## src/rtl/uart_pkg.sv

```systemverilog
// Shared definitions for the UART frame parser and framer: state encodings,
// error codes, SOF default and the inter-byte timeout helper.
package uart_pkg;

    localparam logic [1:0] ST_IDLE    = 2'd0;
    localparam logic [1:0] ST_LEN     = 2'd1;
    localparam logic [1:0] ST_PAYLOAD = 2'd2;
    localparam logic [1:0] ST_CHECK   = 2'd3;

    typedef logic [1:0] errCode_t;

    localparam errCode_t ERR_NONE    = 2'd0;
    localparam errCode_t ERR_LEN     = 2'd1;
    localparam errCode_t ERR_CHK     = 2'd2;
    localparam errCode_t ERR_TIMEOUT = 2'd3;

    localparam logic [7:0] SOF_DEFAULT = 8'h55;

    // One UART character is 10 bit times (start + 8 data + stop).
    function automatic int unsigned timeoutCycles(input int unsigned sysClock,
                                                  input int unsigned baudRate,
                                                  input int unsigned nBytes);
        return sysClock / baudRate * 10 * nBytes;
    endfunction

endpackage

```

## src/rtl/uart_rx_frame_parser_if.sv

```systemverilog
// Byte-stream input and payload/frame-result outputs of the frame parser.
interface uart_rx_frame_parser_if;
    import uart_pkg::*;

    logic [7:0] i_Byte;
    logic       i_ByteValid;
    logic [7:0] o_PayloadByte;
    logic       o_PayloadValid;
    logic       o_PayloadLast;
    logic       o_FrameOk;
    logic       o_FrameErr;
    errCode_t   o_ErrCode;
    logic       o_Busy;

    modport slave (
        input  i_Byte, i_ByteValid,
        output o_PayloadByte, o_PayloadValid, o_PayloadLast,
        output o_FrameOk, o_FrameErr, o_ErrCode, o_Busy
    );

    modport master (
        output i_Byte, i_ByteValid,
        input  o_PayloadByte, o_PayloadValid, o_PayloadLast,
        input  o_FrameOk, o_FrameErr, o_ErrCode, o_Busy
    );

endinterface

```

## src/rtl/uart_frame_timer.sv

```systemverilog
// Inter-byte gap counter: counts while enabled, clears on i_Clear or when
// disabled, and flags o_Expire while the count sits at LIMIT.
module uart_frame_timer #(
    parameter int unsigned LIMIT = 1736
) (
    input  logic i_SysClock,
    input  logic i_Reset,
    input  logic i_Clear,
    input  logic i_Enable,
    output logic o_Expire
);

    localparam int unsigned W = $clog2(LIMIT) + 1;
    localparam logic [W-1:0] LimitW = W'(LIMIT);

    logic [W-1:0] countQ, countD;

    // Saturate at the limit so a stalled owner cannot wrap the counter.
    always_comb begin
        countD = countQ;
        if (i_Clear || !i_Enable) begin
            countD = '0;
        end else if (countQ != LimitW) begin
            countD = countQ + W'(1);
        end
    end

    always_ff @(posedge i_SysClock) begin
        if (i_Reset) begin
            countQ <= '0;
        end else begin
            countQ <= countD;
        end
    end

    assign o_Expire = i_Enable && (countQ == LimitW);

endmodule

```

## src/rtl/uart_rx_frame_parser.sv

```systemverilog
// Recovers SOF, LEN, PAYLOAD[LEN], CHK frames from the received byte stream,
// forwarding payload bytes and ending each frame with an ok or error pulse.
module uart_rx_frame_parser
    import uart_pkg::*;
#(
    parameter int unsigned SYS_CLOCK     = 50000000,
    parameter int unsigned UART_BAUDRATE = 115200,
    parameter logic [7:0]  SOF_BYTE      = SOF_DEFAULT,
    parameter int unsigned MAX_LEN       = 64,
    parameter int unsigned TIMEOUT_BYTES = 4
) (
    input  logic                   i_SysClock,
    input  logic                   i_Reset,
    uart_rx_frame_parser_if.slave  bus
);

    localparam int unsigned TimeoutLimit = timeoutCycles(SYS_CLOCK, UART_BAUDRATE, TIMEOUT_BYTES);
    localparam logic [7:0]  MaxLen8      = 8'(MAX_LEN);

    logic [1:0] stateQ, stateD;
    logic [7:0] lenQ, lenD;
    logic [7:0] chkQ, chkD;
    logic [7:0] cntQ, cntD;
    logic [7:0] payByteQ, payByteD;
    logic       payValidQ, payValidD;
    logic       payLastQ, payLastD;
    logic       okQ, okD;
    logic       errQ, errD;
    errCode_t   errCodeQ, errCodeD;

    logic timerEn;
    logic expire;

    assign timerEn = (stateQ != ST_IDLE);

    uart_frame_timer #(
        .LIMIT (TimeoutLimit)
    ) u_timer (
        .i_SysClock (i_SysClock),
        .i_Reset    (i_Reset),
        .i_Clear    (bus.i_ByteValid),
        .i_Enable   (timerEn),
        .o_Expire   (expire)
    );

    always_comb begin
        stateD    = stateQ;
        lenD      = lenQ;
        chkD      = chkQ;
        cntD      = cntQ;
        payByteD  = payByteQ;
        payValidD = 1'b0;
        payLastD  = 1'b0;
        okD       = 1'b0;
        errD      = 1'b0;
        errCodeD  = errCodeQ;

        unique case (stateQ)
            ST_IDLE: begin
                if (bus.i_ByteValid && (bus.i_Byte == SOF_BYTE)) begin
                    stateD = ST_LEN;
                end
            end
            ST_LEN: begin
                if (bus.i_ByteValid) begin
                    lenD = bus.i_Byte;
                    chkD = bus.i_Byte;
                    cntD = '0;
                    if (bus.i_Byte > MaxLen8) begin
                        errD     = 1'b1;
                        errCodeD = ERR_LEN;
                        stateD   = ST_IDLE;
                    end else if (bus.i_Byte == 8'd0) begin
                        stateD = ST_CHECK;
                    end else begin
                        stateD = ST_PAYLOAD;
                    end
                end
            end
            ST_PAYLOAD: begin
                if (bus.i_ByteValid) begin
                    payByteD  = bus.i_Byte;
                    payValidD = 1'b1;
                    chkD      = chkQ ^ bus.i_Byte;
                    cntD      = cntQ + 8'd1;
                    if ((cntQ + 8'd1) == lenQ) begin
                        payLastD = 1'b1;
                        stateD   = ST_CHECK;
                    end
                end
            end
            ST_CHECK: begin
                if (bus.i_ByteValid) begin
                    if (bus.i_Byte == chkQ) begin
                        okD = 1'b1;
                    end else begin
                        errD     = 1'b1;
                        errCodeD = ERR_CHK;
                    end
                    stateD = ST_IDLE;
                end
            end
            default: stateD = ST_IDLE;
        endcase

        // A strobe landing on the expiry cycle takes priority over the timeout.
        if (expire && !bus.i_ByteValid) begin
            errD     = 1'b1;
            errCodeD = ERR_TIMEOUT;
            stateD   = ST_IDLE;
        end
    end

    always_ff @(posedge i_SysClock) begin
        if (i_Reset) begin
            stateQ    <= ST_IDLE;
            lenQ      <= '0;
            chkQ      <= '0;
            cntQ      <= '0;
            payByteQ  <= '0;
            payValidQ <= 1'b0;
            payLastQ  <= 1'b0;
            okQ       <= 1'b0;
            errQ      <= 1'b0;
            errCodeQ  <= ERR_NONE;
        end else begin
            stateQ    <= stateD;
            lenQ      <= lenD;
            chkQ      <= chkD;
            cntQ      <= cntD;
            payByteQ  <= payByteD;
            payValidQ <= payValidD;
            payLastQ  <= payLastD;
            okQ       <= okD;
            errQ      <= errD;
            errCodeQ  <= errCodeD;
        end
    end

    assign bus.o_PayloadByte  = payByteQ;
    assign bus.o_PayloadValid = payValidQ;
    assign bus.o_PayloadLast  = payLastQ;
    assign bus.o_FrameOk      = okQ;
    assign bus.o_FrameErr     = errQ;
    assign bus.o_ErrCode      = errCodeQ;
    assign bus.o_Busy         = (stateQ != ST_IDLE);

endmodule
```

## src/flat_wrapper.sv

```systemverilog
// flat-port wrapper written by rule: the top's interface ports become plain ports
module uart_rx_frame_parser_flat import uart_pkg::*;
#(
    parameter int unsigned SYS_CLOCK     = 50000000,
    parameter int unsigned UART_BAUDRATE = 115200,
    parameter logic [7:0]  SOF_BYTE      = SOF_DEFAULT,
    parameter int unsigned MAX_LEN       = 64,
    parameter int unsigned TIMEOUT_BYTES = 4
)
  (i_SysClock, i_Reset, bus_i_Byte, bus_i_ByteValid, bus_o_PayloadByte, bus_o_PayloadValid, bus_o_PayloadLast, bus_o_FrameOk, bus_o_FrameErr, bus_o_ErrCode, bus_o_Busy);
  uart_rx_frame_parser_if bus_i ();
  input  logic i_SysClock;
  input  logic i_Reset;
  input wire logic [$bits(bus_i.i_Byte)-1:0] bus_i_Byte;
  input wire logic [$bits(bus_i.i_ByteValid)-1:0] bus_i_ByteValid;
  output wire logic [$bits(bus_i.o_PayloadByte)-1:0] bus_o_PayloadByte;
  output wire logic [$bits(bus_i.o_PayloadValid)-1:0] bus_o_PayloadValid;
  output wire logic [$bits(bus_i.o_PayloadLast)-1:0] bus_o_PayloadLast;
  output wire logic [$bits(bus_i.o_FrameOk)-1:0] bus_o_FrameOk;
  output wire logic [$bits(bus_i.o_FrameErr)-1:0] bus_o_FrameErr;
  output wire logic [$bits(bus_i.o_ErrCode)-1:0] bus_o_ErrCode;
  output wire logic [$bits(bus_i.o_Busy)-1:0] bus_o_Busy;
  assign bus_i.i_Byte = bus_i_Byte;
  assign bus_i.i_ByteValid = bus_i_ByteValid;
  assign bus_o_PayloadByte = bus_i.o_PayloadByte;
  assign bus_o_PayloadValid = bus_i.o_PayloadValid;
  assign bus_o_PayloadLast = bus_i.o_PayloadLast;
  assign bus_o_FrameOk = bus_i.o_FrameOk;
  assign bus_o_FrameErr = bus_i.o_FrameErr;
  assign bus_o_ErrCode = bus_i.o_ErrCode;
  assign bus_o_Busy = bus_i.o_Busy;
  uart_rx_frame_parser #(.SYS_CLOCK(SYS_CLOCK), .UART_BAUDRATE(UART_BAUDRATE), .SOF_BYTE(SOF_BYTE), .MAX_LEN(MAX_LEN), .TIMEOUT_BYTES(TIMEOUT_BYTES)) u_core (.i_SysClock(i_SysClock), .i_Reset(i_Reset), .bus(bus_i));
endmodule
```

## config.mk

```make
export PLATFORM = sky130hd
export DESIGN_NAME = uart_rx_frame_parser_flat
export DESIGN_NICKNAME = d
export VERILOG_FILES = /design/src/rtl/uart_pkg.sv /design/src/rtl/uart_rx_frame_parser_if.sv /design/src/rtl/uart_frame_timer.sv /design/src/rtl/uart_rx_frame_parser.sv /design/src/flat_wrapper.sv
export SDC_FILE = /design/constraint.sdc
export NUM_CORES = 1
export LEC_CHECK = 0
export ABC_AREA = 1
export CAP_MARGIN = 20
export CORE_MARGIN = 4
export CORE_UTILIZATION = 30
export DETAILED_ROUTE_END_ITERATION = 12
export PLACE_DENSITY = 0.51
export RECOVER_POWER = 50
export SYNTH_ARGS = -nofsm -noshare
export SYNTH_HDL_FRONTEND = slang
export SYNTH_HIERARCHICAL = 1
export SYNTH_SLANG_ARGS = --single-unit
```

## constraint.sdc

```tcl
create_clock -name i_SysClock -period 4.7 [get_ports i_SysClock]
set_clock_uncertainty 0.15 [all_clocks]
set_input_delay 0.47 -clock i_SysClock [delete_from_list [all_inputs] [get_ports i_SysClock]]
set_output_delay 0.47 -clock i_SysClock [all_outputs]
set_load 0.005 [all_outputs]
```

==> metrics.cfg <==
[grt]
grt-ovfl-total=0
grt_pass1_vias=2627
track_usage_pct=12.8
antenna_found_initial=0
grt_pass1_wl_um=12200
grt_max_degree=30

[logic_synthesis]
yosysWarnings=6
ys_ff_latch=56
synth_largest_type_area_fraction_pct=37.3
netlist_top_cells_area=dfxtp_1, nand2_1, inv_1
synthCells=432
yosysSeqAreaShare_pct=37.3
syn_avg_cell_area_um2=6.96
async_reset_ff_share_pct=0
synth_cell_types=41
ys.flop_type=dfxtp_1
syn_area_um2=3010
synth_nets=446
synth_top_area_cell=dfxtp_1
synth_edf_count=0

[timing]
fin_crit_ps=3190
setup_viol=0
finalHoldViolations=0
fmax_mhz=313
setup_ws_ps=1510
fin_worst_hold_slack_ps=323
drv_slew=0
tightestPinTransition_ps=1380
period_share_pct=68.0
rsz0062_at_grt=false
setup_tns_ps=0
slew_headroom_pct=8.13

[route]
post_drt_wl_per_cell_um=12.1
drt_drc_violations_left=0
avgViaCountPerCell=4.62
num_vias=2737
ant_nets=0
drt_iter0_markers=135
routed_wirelength_um=7150
dr.pass1.iters=4

[cells_and_area]
stdcell_count=592
n_antenna_cell=0
nets=472
fin_util_pct=35.4
areaGrowthSynthToFinish_pct=15.3
drive_above_1_share_pct=8.71

[critical_path]
arrival_ps=3280
cp-start-kind=input port
slowest_delay_ps=1100
path_buf_inv=3
cp-end-kind=flip-flop
crit_slowest_cell=nor3_1
worst_ep_required_time_ps=4780
crit_type=input port to flip-flop
critPathLaunch=i_Reset
path_cells=dlygate4sd3_1 > clkbuf_1 > nor3_1 > inv_1 > nor3b_1
worstPathMaxFanout=29
cp_top_family=buffers and inverters

[cts]
cts_resized=0
cts_sinks=56
clock_path_buffers=2
cts_root_buffer=clkbuf_8
path_clk_slew_ps=120
clkLatencyLatePin_ps=320
cts_buffers=5
post_cts_buffers=0
tritoncts=yes
h-tree-depth=2
cts_hold_buffers=0

[floorplanning]
io_pins=26
core_um2=9770
start_util_pct=30.7
die_x_um=108
die-height_um=108
dieArea_um2=11700
fp-row-count=36

[placed_design]
place_inst=584
gp_congestion=0.771
hpwl_um=5420
pre_cts_ws_ps=1900
io_buffers=25

[worst_hold_path]
worst_hold_startpoint=u_core/bus.o_PayloadByte[5]
hold_path_class=flip-flop to flip-flop

[power_and_ir_drop]
vdd_ir_drop_max_mv=0.115
power_density_nw_per_um2=225
leakage_nw=1.39

[status]
status=finished, final reports clean

[flow_run]
maxCapViolCount=0

## path summary, 6_finish.rpt
path	endpoint	slack, ps	depth (start not counted)
setup reg to reg	u_core/u_timer/countQ[7]	2260	6
hold reg to reg	u_core/bus.o_PayloadByte[5]	320	2
setup / recovery	u_core/u_timer/countQ[7]	1510	5
hold / removal	u_core/bus.o_PayloadByte[5]	320	2
## worst reg2reg max path, stage by stage (launching register included)
cell	delay (ps)
dfxtp_1	460
nor2_1	90
inv_1	100
inv_1	80
nor3_1	850
inv_1	370
nor3b_1	260
## per-layer routing
metal	share of wire, %	vias to the layer above	track usage (%)
met4	0.76	0	2.43
met5	0	-	0
met2	46	43	20.7
met3	3.2	4	2.21
met1	50	1245	17.9
li1	-	1445	-
## metrics by stage
| stage | power [mW] | area (µm²) |
|---|---|---|
| 4_1_cts | 0.795 | 3480 |
| 3_3_place_gp | 0.518 | 3390 |
| 5_1_grt | 0.815 | 3460 |
| 3_5_place_dp | 0.518 | 3390 |
| 2_1_floorplan | 0.499 | 3010 |
| 6_report | 0.780 | 3460 |
## layout make-up
cell class | count | area [µm²]
fillers | 1105 | 6310
multi-input cells | 311 | 1610
flip-flops and latches | 56 | 1120
repair buffers | 26 | 254
inverters | 58 | 218
well taps | 133 | 166
clock buffers | 5 | 68.8
clock inverters | 3 | 22.5
## flip-flops by register name (all words and copies together) (netlist names), named ones only
register	cells
u_core/bus.o_ErrCode	2
u_core/bus.o_PayloadValid	1
u_core/stateQ	1
u_core/bus.o_FrameErr	1
u_core/bus.o_FrameOk	1
u_core/lenQ	8
u_core/bus.o_PayloadByte	8
u_core/chkQ	8
u_core/bus.o_PayloadLast	1
u_core/u_timer/countQ	16
u_core/cntQ	8
## kinds of logic after synthesis
| family | Yosys count | synth area share, % |
|---|---|---|
| simple gates | 233 | 36.8 |
| fa+ha+maj | 3 | 1.25 |
| xor+xnor | 12 | 3.50 |
| flops | 56 | 37.3 |
| compound gates | 63 | 12.6 |
| buf+inv | 65 | 8.53 |
## layout by cell type (no fill, tap or decap), types with 4 or more instances in the layout
cell type        count
a31oi_1              5
dfxtp_1             56
nand2_2              6
dlygate4sd3_1       15
inv_1               52
nand2_1            111
clkdlybuf4s50_1     10
clkbuf_8             5
inv_2                6
nor2_4               5
o21ai_0             12
o31ai_1              4
nor3_1               6
nand3_2              5
xor2_1               9
nand4_1              8
a21oi_1             29
nand3_1             34
nor2_1              47
## report_power, final
part | switching, mW | internal (mW) | leakage [nW]
logic | 0.0195 | 0.0117 | 0.895
registers | 0.000134 | 0.474 | 0.451
clock network | 0.167 | 0.107 | 0.0485
## synth_stat cells, types with 2 or more instances
| library cell | count |
|---|---|
| inv_2 | 6 |
| nand4_1 | 8 |
| nor2_4 | 5 |
| xor2_1 | 9 |
| nand2_2 | 6 |
| nand2_1 | 111 |
| nor2_2 | 3 |
| a31oi_1 | 5 |
| nor3_1 | 5 |
| nand3_2 | 5 |
| ha_1 | 3 |
| nand3_1 | 34 |
| a21oi_1 | 29 |
| nand2_4 | 2 |
| a21boi_1 | 2 |
| inv_1 | 52 |
| clkbuf_1 | 4 |
| o31ai_1 | 4 |
| o21ai_0 | 12 |
| dfxtp_1 | 56 |
| xnor2_1 | 3 |
| a32o_1 | 3 |
| nor2_1 | 46 |
| o21a_1 | 2 |
No activity file was read; power rests on OpenSTA's default activity.
